--- src/rtl/stream_fifo.sv ---
// rtl/stream_fifo.sv - valid/ready synchronous FIFO stage; optional first-word fall-through under STREAM_FIFO_BYPASS_EN
module stream_fifo #(
    parameter type T     = int,
    parameter int  DEPTH = 4,
    parameter int  AFULL = DEPTH - 1
) (
    input  logic                       clk,
    input  logic                       rst,
    input  logic                       in_valid,
    output logic                       in_ready,
    input  logic [$bits(T)-1:0]        in_data,
    output logic                       out_valid,
    input  logic                       out_ready,
    output logic [$bits(T)-1:0]        out_data,
    output logic [$clog2(DEPTH):0]     count,
    output logic                       afull,
    output logic                       ovf
);

    localparam int DW = $bits(T);
    localparam int PW = $clog2(DEPTH);
    localparam int CW = PW + 1;

    logic [DW-1:0] mem_q [DEPTH];
    logic [PW-1:0] wr_ptr_q, wr_ptr_d;
    logic [PW-1:0] rd_ptr_q, rd_ptr_d;
    logic [CW-1:0] count_q, count_d;
    logic          ovf_q, ovf_d;
    logic          empty;
    logic          bypass;
    logic          push;
    logic          pop;

    // Port-side status and head word, all derived from registered state
    // (plus the input word itself when fall-through is enabled).
    always_comb begin
        empty    = (count_q == '0);
        in_ready = (count_q != CW'(DEPTH));
        afull    = (count_q >= CW'(AFULL));
        count    = count_q;
        ovf      = ovf_q;
`ifdef STREAM_FIFO_BYPASS_EN
        // An empty FIFO presents the incoming word directly; if the consumer
        // takes it in the same cycle it never touches storage.
        bypass    = empty && in_valid && out_ready;
        out_valid = !empty || in_valid;
        out_data  = empty ? in_data : mem_q[rd_ptr_q];
`else
        bypass    = 1'b0;
        out_valid = !empty;
        out_data  = mem_q[rd_ptr_q];
`endif
    end

    // Handshake decode: a bypassed word is neither stored nor popped.
    always_comb begin
        push = in_valid && in_ready && !bypass;
        pop  = out_valid && out_ready && !empty;
    end

    // Next-state for pointers, occupancy and the sticky overflow flag.
    always_comb begin
        wr_ptr_d = wr_ptr_q;
        rd_ptr_d = rd_ptr_q;
        count_d  = count_q;
        ovf_d    = ovf_q | (in_valid && !in_ready);
        if (push) begin
            wr_ptr_d = (wr_ptr_q == PW'(DEPTH - 1)) ? '0 : wr_ptr_q + 1'b1;
        end
        if (pop) begin
            rd_ptr_d = (rd_ptr_q == PW'(DEPTH - 1)) ? '0 : rd_ptr_q + 1'b1;
        end
        case ({push, pop})
            2'b10:   count_d = count_q + 1'b1;
            2'b01:   count_d = count_q - 1'b1;
            default: count_d = count_q;
        endcase
    end

    // Control state registers; reset discards everything buffered.
    always_ff @(posedge clk) begin
        if (rst) begin
            wr_ptr_q <= '0;
            rd_ptr_q <= '0;
            count_q  <= '0;
            ovf_q    <= 1'b0;
        end else begin
            wr_ptr_q <= wr_ptr_d;
            rd_ptr_q <= rd_ptr_d;
            count_q  <= count_d;
            ovf_q    <= ovf_d;
        end
    end

    // Storage array; contents are left untouched by reset.
    always_ff @(posedge clk) begin
        if (push) begin
            mem_q[wr_ptr_q] <= in_data;
        end
    end

endmodule

--- config.mk ---
export PLATFORM = sky130hd
export DESIGN_NAME = stream_fifo
export DESIGN_NICKNAME = d
export VERILOG_FILES = /design/src/rtl/stream_fifo.sv
export SDC_FILE = /design/constraint.sdc
export NUM_CORES = 1
export LEC_CHECK = 0
export ABC_AREA = 1
export ABC_CLOCK_PERIOD_IN_PS = 2700
export CAP_MARGIN = 10
export CORE_MARGIN = 2
export CORE_UTILIZATION = 49
export DETAILED_ROUTE_END_ITERATION = 7
export PLACE_DENSITY = 0.78
export SLEW_MARGIN = 20
export SYNTH_ARGS = -nofsm -noshare
export SYNTH_HDL_FRONTEND = slang
export SYNTH_SLANG_ARGS = --single-unit
export TNS_END_PERCENT = 100
--- constraint.sdc ---
create_clock -name clk -period 2.7 [get_ports clk]
set_input_delay 0.81 -clock clk [delete_from_list [all_inputs] [get_ports clk]]
set_output_delay 0.81 -clock clk [all_outputs]
set_load 0.03 [all_outputs]
After elaboration in Yosys (flattened, before gate mapping)
Memories as Yosys holds them, arrays and structs flattened. A register that Yosys moved wholly into a read port is not among the register bits.
Cells that the tools add are included.
Operators by class
  $add $sub $neg: 4
  magnitude comparators: 1
  equal/unequal tests: 5
  mux-type cells: 7
  bitwise gates (word level): 1
  reduce and logical (&&, ||, !) cells: 8
Operator list (number)
  $mux W2: 4
  $eq A2 B2 Y1 const B: 3
  $pmux W3 S2: 1
  $add A2 B1 Y2 const B: 2
  $logic_and A1 B1 Y1: 4
  $add A3 B1 Y3 const B: 1
  $ge A3 B2 Y1 const B: 1
  $logic_not A3 Y1: 1
  $ne A3 B3 Y1 const B: 1
  $sub A3 B1 Y3 const B: 1
  $eq A2 B1 Y1 const B: 1
  $logic_not A1 Y1: 2
  $mux W1: 2
  $reduce_bool A2 Y1: 1
  $or A1 B1 Y1: 1
Word-level totals
  register bits: 8
  RAM bits: 128
  bits of input ports: 36
  output and inout port bits: 39
  logic and storage cells: 31
  memories kept: 1
Memories
  mem_q: depth 4, bits a word 32, read ports 1, clocked after Yosys merged registers in 1, wr ports 1, RTL line 24  | logic [DW-1:0] mem_q [DEPTH];

Logic depth before layout (Yosys ltp)
Gate-level depths: netlist (run 1).
  word-level depth: 6
  mapped depth: 13
  gate-level depth less buffers: 13

Worst setup path before layout (run 1)
No wires, ideal clock.
  path type: reg-to-reg
  start point: register count_q[0] (netlist: count[0])
  end point: memory mem_q[3][0] (netlist bit) (enable)
  library setup time: 0.421 ns
  data arrival time: 2.335 ns
  data required time: 2.279 ns
  slack: -0.056 ns
  cell stages (with the launch flop): 5
  path buffers: 0
  period minus slack after synthesis: 2.756 ns
  path through: dfxtp_1 -> nor2_2 -> nand2_2 -> nand2_4 -> nor2_1
On the way
  cells in the longest elaborated chain, start to end: 4
Ends and longest elaborated chain
  start: declaration: RTL line 27  | logic [CW-1:0] count_q, count_d;
  start signal: assignment: RTL line 90  | count_q <= count_d;
  $ne A3 B3 Y1: RTL line 38  | in_ready = (count_q != CW'(DEPTH));
  named net in_ready: RTL line 10  | output logic in_ready,
  $logic_and A1 B1 Y1: RTL line 57  | push = in_valid && in_ready && !bypass;
  $mux W1: RTL line 97  | if (push) begin
  $mux W1 (implied by the code): RTL line 98  | mem_q[wr_ptr_q] <= in_data;
  end: declaration: RTL line 24
The timed path passes the listed nets, and every way through them passes these cells.

==> results.md, run 1 <==
- The run finished with clean final reports.
- The root buffer cell is clkbuf_8.
- The floorplan step set the die width to 108.3 µm.
- The half-perimeter wire length of the detailed placement result is 6724 µm.
- The number of clock buffers added by TritonCTS is 17.
- Setup violations remaining at the end of the flow were counted as 0.
- The cell depth of the worst min-delay path is 2.
- The violation count after the first detailed-routing iteration is a little under 200.
- The biggest cell delay along the critical path is approximately 0.38 ns.
- The congestion estimate from routability-driven global placement came to between 0.7 and 0.8.
- The H-tree generated during clock tree synthesis spans 4 levels.
- For this run, the detailed router's first-pass iteration total came to 4.
- In this run the static leakage power is around 2.5 nW.
- The synthesis warning total is 0.
- The reported max-cap violation count is 0.
- The kind of launch point of the worst setup path is a register.
- The hold violation total from the final report was 0.
- The clock latency reported for the late side of the worst-skew pair is roughly 0.52 ns.
- At the pin with the least slew margin, the transition time is 0.3342 ns.
- The headroom to the max-slew limit is between 70 and 80%.
- Port buffering added 74 buffers.
- For the worst flop-to-flop path, the logic depth is 13.
- Setup repair after global routing could not meet its margin everywhere.
- The minimum setup slack among reg-to-reg paths is 0.89 ns.
- Summed over all layers, the routed wires come to 10860 µm.
- In this run, flip-flops and latches consume about a third of the power.
- The total placed instance area is ~6400 µm².
- In this run the vertical extent of the chip is 108.3 µm.
- Detailed routing inserted a total of 3382 vias.
- The maximum number of pins on one net before global-route repair is 33.
- After clock tree synthesis, the clock-pin slew on the worst setup and hold paths is 0.06 ns.
- Once the clock tree was built, the setup fixing pass inserted 0 buffers.
- The synthesized netlist occupies a cell area of 5328 µm².
- The via-per-instance ratio is 5.318.
- Data on the critical path is required at its endpoint by between 1.5 and 2 ns.
- The number of clock sinks is 138.
- The global-route wire length before repair is 16980 µm.
- For this run, the number of standard cells in the final layout without fillers is 636.
- Combinational cells account for about a third of the total power.
- The final period utilization is 96.99%.
- The total global routing overflow is 0.
- The startpoint identified for the worst hold timing path is ovf$_SDFF_PP0_.
- The worst-case setup slack after placement is approximately 0.16 ns.
- The cell type contributing the most total cell area after synthesis is edfxtp_1.
- The layout filler cell count is between 800 and 900.
- The worst clock skew on the final layout is 0.005839 ns.
- In this run the critical register-to-register path is launched from count[2]$_SDFFE_PP0P_.
- The critical path in this run is classified as reg2out.
- After clock tree synthesis, the flow added hold-fix buffers numbering 0.
- The smallest setup slack after layout is 0.08138 ns.
- The endpoint identified for the worst register-to-register timing path is count[2]$_SDFFE_PP0P_.
- Once the clock tree was built, the resizer swapped 85 gates to a different size.
- In this run switching power makes up roughly a third of total power.
- The synthesis-stage register bit count is 138.
- The cell area power density is 1113 nW/µm².
- STA puts the critical path data arrival time at 1.81 ns.
- The share of synthesized area occupied by flip-flops and latches is 75.90%.
- In this run the mean area of a mapped cell was 13.87 µm².
- The highest clock frequency the design can meet is 381.9 MHz.
- The clock period minus worst slack is 2.619 ns.
- TritonCTS built the clock tree.
- In the global route stage, overall resource usage came out at 19.66%.
- For this run, the post-layout net count is 526.
- The total negative slack is 0 ns.
- The floorplan step defined a die boundary enclosing between 10000 and 15000 µm².
- The number of antenna violations at the first check in global routing was 0.
- The post-route netlist has 18.95% of its cells at a drive strength greater than 1.
- The via count of the first global-routing pass came to 3447.
- The max-slew violation total from the final report is 0.
- The highest net fanout along the worst path is 28.
- The highest-delay cell along the critical path is dfxtp_4.
- The remaining number of nets flagged by the antenna check after routing is 0.
- The post-synthesis cell count is 384.
- The path with the worst hold slack has its endpoint at ovf$_SDFF_PP0_.
- After routing the design area is approximately 7000 µm².
- The floorplan has 38 rows.
- After synthesis, the netlist uses 23 different library cells.
- The growth of design area from synthesis to finish is 30.88%.
- For this run, design rule violations remaining after detail routing come to 0.
- In this run the power spent charging and discharging nets is 2.561 mW.
- The cell-internal power is 5.197 mW.
- By area the synthesized netlist is led by edfxtp_1, nor2_1, dfxtp_1.
- 0 antenna diodes ended up in the layout.
- The deepest clock path buffer count is 2.
- The min-delay analysis places its worst path in the category reg2reg.
- Of the total power, the clock network draws 33.5%.
- In the final routed layout, each cell accounts on average for 17.08 µm.
- For this configuration, the core starts out at a cell density of 49.58%.
- The area of the core is about 11000 µm².
- The number of nets handed over by synthesis was 427.
- IR analysis of the VDD net gives a maximum drop of 0.0006278 V.
- The utilization after layout is 64.89%.
- The number of top-level pins is 75.
- The worst setup path is captured at a primary output.
- The critical path goes through inv_8 > buf_12 > nor2_1 > o22ai_1 > clkdlybuf4s15_2.
- The top cell type's share of synthesized area is 72.15%.
- In this run, placement finished with an instance count of 604.
## synth_stat cells, drive strengths merged
library cell,count
a21oi,5
buf,18
clkbuf,1
dfxtp,10
edfxtp,128
fa,1
ha,6
inv,19
nand2,14
nand3,2
nand3b,2
nand4,1
nor2,78
o21ai,67
o22ai,32
## cells by family after synthesis
| group | synth area share, % |
|---|---|
| AO/OA/AOI/OAI | 10.52 |
| buffers and inverters | 4.439 |
| flip-flops | 75.90 |
| AND/OR/NAND/NOR | 7.351 |
| adder cells (fa/ha/maj) | 1.785 |
## state kept, by name (all words and copies together), names as in the netlist, named ones only
signal,count
mem_q,128
count,3
rd_ptr_q,2
wr_ptr_q,2
ovf,1
## layout by cell type (no fill, tap or decap), types with 7 or more instances in the layout
master and count:
nor2_1 73, o22ai_1 32, clkdlybuf4s15_2 12, dfxtp_1 9
buf_4 18, o21ai_0 39, clkdlybuf4s50_1 39, clkbuf_2 9
bufinv_16 7, buf_2 9, clkbuf_16 16, nand2_1 11
edfxtp_1 128, o21ai_1 28, inv_1 17
## layout make-up
class | count | area (µm²) | share of cell area, %
flip-flops and latches | 138 | 4048 | 58.05
inverters | 19 | 78.83 | 1.130
clock buffers | 17 | 414.1 | 5.939
clock inverters | 15 | 252.7 | 3.625
repair buffers | 99 | 927.1 | 13.30
well taps | 140 | 175.2 | 2.512
multi-input cells | 208 | 1077 | 15.45
## how the worst max path moves through the flow
stage | from | to | depth (start not counted)
after floorplan | count[0]$_SDFFE_PP0P_ | mem_q[3][0]$_DFFE_PP_ | 4
after global placement | register | out_data[6] | 5
final | register | out_data[22] | 5
after CTS | register | out_data[12] | 5
after detailed placement | register | out_data[6] | 5
after global routing | register | out_data[22] | 5
## critical path: cells and delay by family, from the launching register on
| kind | cells | cell delay (ns) |
|---|---|---|
| buffers and inverters | 3 | 0.66 |
| flip-flops | 1 | 0.38 |
| AO/OA/AOI/OAI | 1 | 0.20 |
| AND/OR/NAND/NOR | 1 | 0.04 |
## power by group through the flow
stage                     clock network [mW]  logic (mW)  registers (mW)
after CTS                               2.63        2.57            2.67
after floorplan                            0        1.59            2.73
final                                   2.60        2.49            2.67
after global routing                    2.73        2.69            2.69
after global placement                     0        2.64            2.70
after detailed placement                   0        2.68            2.71
## metrics by stage
step	hold slack [ns]	power [mW]
finish	0.4555	7.758
floorplan	0.4827	4.324
detailed placement	0.4474	5.390
global placement	0.4453	5.345
global route	0.4757	8.110
CTS	0.4570	7.865
## routing by layer
layer / routed length (µm) / vias to the layer above / global-route usage, %
met5: 0 / - / 0
met2: 5391 / 106 / 33.29
met1: 4591 / 1643 / 23.57
li1: - / 1614 / -
met3: 691 / 19 / 6.209
met4: 187 / 0 / 7.601
Power figures use the tool's default switching activity.
==> run 2, diff against run 1 <==
Settings changed: CORE_UTILIZATION 49 to 55, DONT_BUFFER_PORTS set to 1, PLACE_DENSITY 0.78 to 0.75.
==> run 2 against run 1 <==
Critical path depth shrank 1. Combinational power down 10%. Count of clock-buffer cells in the layout stayed put. Via count shrank 5.7%. Global-route usage up 0.47 points. Cell area decreased by 9.2%. Non-clock buffer count shrank 54. Sequential share of layout area rose by 5.9 points. Sequential power increased by 2%. Register-to-register slack lost 0.38 ns. First-iteration DRC count increased by 27%. Clock skew hardly changed. Highest routed layer unchanged.
==> results.md, run 2 (synthesis results as in run 1) <==
- The largest individual stage delay along the critical path comes from the cell dfxtp_4.
- The leakage component of the power is 2.238 nW.
- The critical path runs through a total of 4 cells.
- The core region is 9328 µm².
- The total placed instance area is 5713 µm².
- The most frequent standard cell in the layout excluding fill and tap cells is edfxtp_1.
- The part of the power in combinational logic is slightly above 30%.
- The max-slew violation total from the final report was 0.
- The reported max-cap violation count is 0.
- The wire-length estimate of the detail-placed layout is 5771 µm.
- The wire length after detailed routing is between 9000 and 10000 µm.
- Input and output buffers added on the ports amount to 0.
- The number of nets in the layout is between 400 and 500.
- Setup slack on the critical path of the routed design comes to 0.1024 ns.
- The cell depth of the worst min-delay path is 1.
- The pre-antenna-repair detailed-routing pass consisted of 5 iterations.
- The flow ran to the end, and the final reports show no timing, DRC or antenna violations.
- The initial utilization of the core area, before any placement, comes to 57.12%.
- The number of top-level pins is 75.
- The violation count after the first detailed-routing iteration is roughly 250.
- The kind of critical path is reg2out.
- The worst reg-to-reg path cell count is 13.
- The critical path contains buffers and inverters numbering 2 combined.
- The register with the most flip-flops in the layout has 128 of them.
- The highest net fanout along the worst path is 16.
- Following the worst setup path forward leads to its endpoint at out_data[6].
- The final period utilization is 96.21%.
- Power spread over the standard cell area amounts to 1150 nW/µm².
- The floorplan step defined a die boundary enclosing ~10000 µm².
- The total global routing overflow is 0.
- Measured along the x axis, the die boundary spans 102.4 µm.
- In this run, post-CTS hold repair placed 0 buffers.
- The later pin in the worst-skew pair is clocked with a latency of 0.51 ns.
- The type of the most critical hold path is in2reg.
- The area of all placed cells without fillers is 6334 µm².
- The peak supply drop is 0.0007845 V.
- STA classifies the critical path startpoint as a register.
- The tree built by TritonCTS fans out to roughly 140 sinks.
- The data arrival at the endpoint of the critical path is 1.79 ns.
- The endpoint identified for the worst register-to-register timing path is count[2]$_SDFFE_PP0P_.
- The maximum number of pins on one net before global-route repair is 65.
- The hold violation total from the final report is 0.
- In the final routed layout, each cell accounts on average for approximately 17 µm.
- The number of antenna violations at the first check in global routing is 0.
- Setup repair after global routing could not meet its margin everywhere.
- The fraction of final layout cells with drive strength greater than 1 is 19.23%.
- In this run the tightest slew margin relative to its limit is 66.68%.
- The fraction of power consumed by sequential logic is between 30 and 40%.
- In this run the power spent charging and discharging nets is 2.495 mW.
- The critical path goes through buf_4 > o21ai_0 > o22ai_1 > buf_4.
- Derived from the worst setup path, the maximum achievable clock frequency is 385.0 MHz.
- In this design, the largest share of critical-path delay is due to flip-flops.
- The first global-routing pass estimated 15390 µm of wire.
- Setup violations remaining at the end of the flow were counted as 0.
- The most frequent cell on the critical path is buf_4.
- The TritonCTS buffer count is 17.
- The worst register-to-register path begins at count[0]$_SDFFE_PP0P_.
- Per report_power, the clock group accounts for between 30% and 40% of the total.
- Using the TritonRoute via totals, the vias-per-cell ratio works out to 5.585.
- Routability-driven placement finished with a final weighted congestion of 0.8004.
- The internal portion of the total power is roughly 4.8 mW.
- The cell sitting at the root of the clock tree is a clkbuf_8.
- TritonCTS built the clock tree.
- The endpoint class of the critical path is a primary output.
- The remaining number of nets flagged by the antenna check after routing is 0.
- The floorplan has 35 rows.
- The minimum setup slack among reg-to-reg paths is approximately 0.51 ns.
- In this run the number of H-tree levels came out at 4.
- The deepest clock path buffer count is 2.
- For this run, design rule violations remaining after detail routing come to 0.
- The clock period minus worst slack is about 2.6 ns.
- After clock tree synthesis, the clock-pin slew on the worst setup and hold paths is 0.06 ns.
- Across the routed clock network, the largest skew measured is around 0.0055 ns.
- The required time reported for the critical path endpoint is approximately 1.9 ns.
- Summing over every cut layer, the via total after detailed routing is about 3200.
- Buffers added to address setup during post-CTS repair amount to 0.
- The worst-margin pin slew is 0.4998 ns.
- The floorplan step set the die height to 102.4 µm.
- The repair_antennas step left the layout with diodes totalling 0.
- The area growth from synthesis to layout is 18.88%.
- In this run switching power makes up approximately a third of total power.
- The utilization after layout is about two thirds.
- In the layout the commonest cells are edfxtp_1, nor2_1, buf_4, o21ai_0, o22ai_1.
- The register with the most flip-flops is mem_q.
- Timing analysis after detailed placement gives a worst setup slack of 0.5115 ns.
- The via count of the first global-routing pass is roughly 3200.
- The combined global-route utilization of all metal layers is roughly a fifth.
- The biggest cell delay along the critical path is 0.46 ns.
run 2: changes by cell type in the layout (fill, tap and decap cells not counted), moves of 3 or more:
| cell | change |
|---|---|
| buf_2 | -9 |
| clkdlybuf4s15_2 | -12 |
| bufinv_16 | -3 |
| buf_4 | +25 |
| clkinvlp_4 | +3 |
| buf_12 | -4 |
| clkbuf_2 | -9 |
| clkdlybuf4s50_1 | -39 |
run 2: power by group through the flow:
| stage | clock, mW | combinational [mW] | sequential (mW) |
|---|---|---|---|
| floorplan | 0 | 1.59 | 2.73 |
| global placement | 0 | 2.19 | 2.74 |
| detailed placement | 0 | 2.24 | 2.75 |
| CTS | 2.36 | 2.26 | 2.72 |
| global route | 2.45 | 2.42 | 2.74 |
| finish | 2.32 | 2.24 | 2.72 |
run 2: layer usage:
layer	part of all wire (%)	up-vias	track usage (%)	routed length (µm)
met2	50	118	32.93	5009
met3	7.9	16	7.661	788
li1	-	1504	-	-
met1	40	1551	23.38	3976
met5	0	-	0	0
met4	1.6	0	9.949	157
run 2: cell type report:
cell class | instances | area [µm²]
inverters | 19 | 81.33
repair buffers | 45 | 354.1
clock inverters | 15 | 197.7
fillers | 619 | 2994
clock buffers | 17 | 414.1
flip-flops and latches | 138 | 4048
multi-input cells | 208 | 1077
well taps | 129 | 161.4
run 2: repair_timing:
action,CTS,global route
pin swaps,0,0
resized for setup,1,3
cloned,0,0
endpoints found under the setup margin,3,12
run 2: worst min-delay path by stage:
stage                                   from                        to  slack, ns
finish                                   rst            ovf$_SDFF_PP0_       0.36
global route                             rst            ovf$_SDFF_PP0_       0.34
CTS                                      rst            ovf$_SDFF_PP0_       0.35
detailed placement  rd_ptr_q[1]$_SDFFE_PP0P_  rd_ptr_q[1]$_SDFFE_PP0P_       0.53
global placement    rd_ptr_q[1]$_SDFFE_PP0P_  rd_ptr_q[1]$_SDFFE_PP0P_       0.51
floorplan           rd_ptr_q[1]$_SDFFE_PP0P_                  register       0.48
run 2: per-stage QoR:
step	power [mW]	hold slack (ns)	cells	setup TNS (ns)
floorplan	4.324	0.4827	384	-7.207
global placement	4.935	0.5145	539	0
detailed placement	4.991	0.5307	539	0
CTS	7.327	0.3479	571	0
global route	7.614	0.3407	571	-0.0007612
finish	7.286	0.3645	571	0
==> run 3, diff against run 2 <==
Settings changed: CTS_CLUSTER_SIZE set to 28.
==> results of run 3 <==
Same layout as run 2: the final DEF is identical, and so are final timing and power.
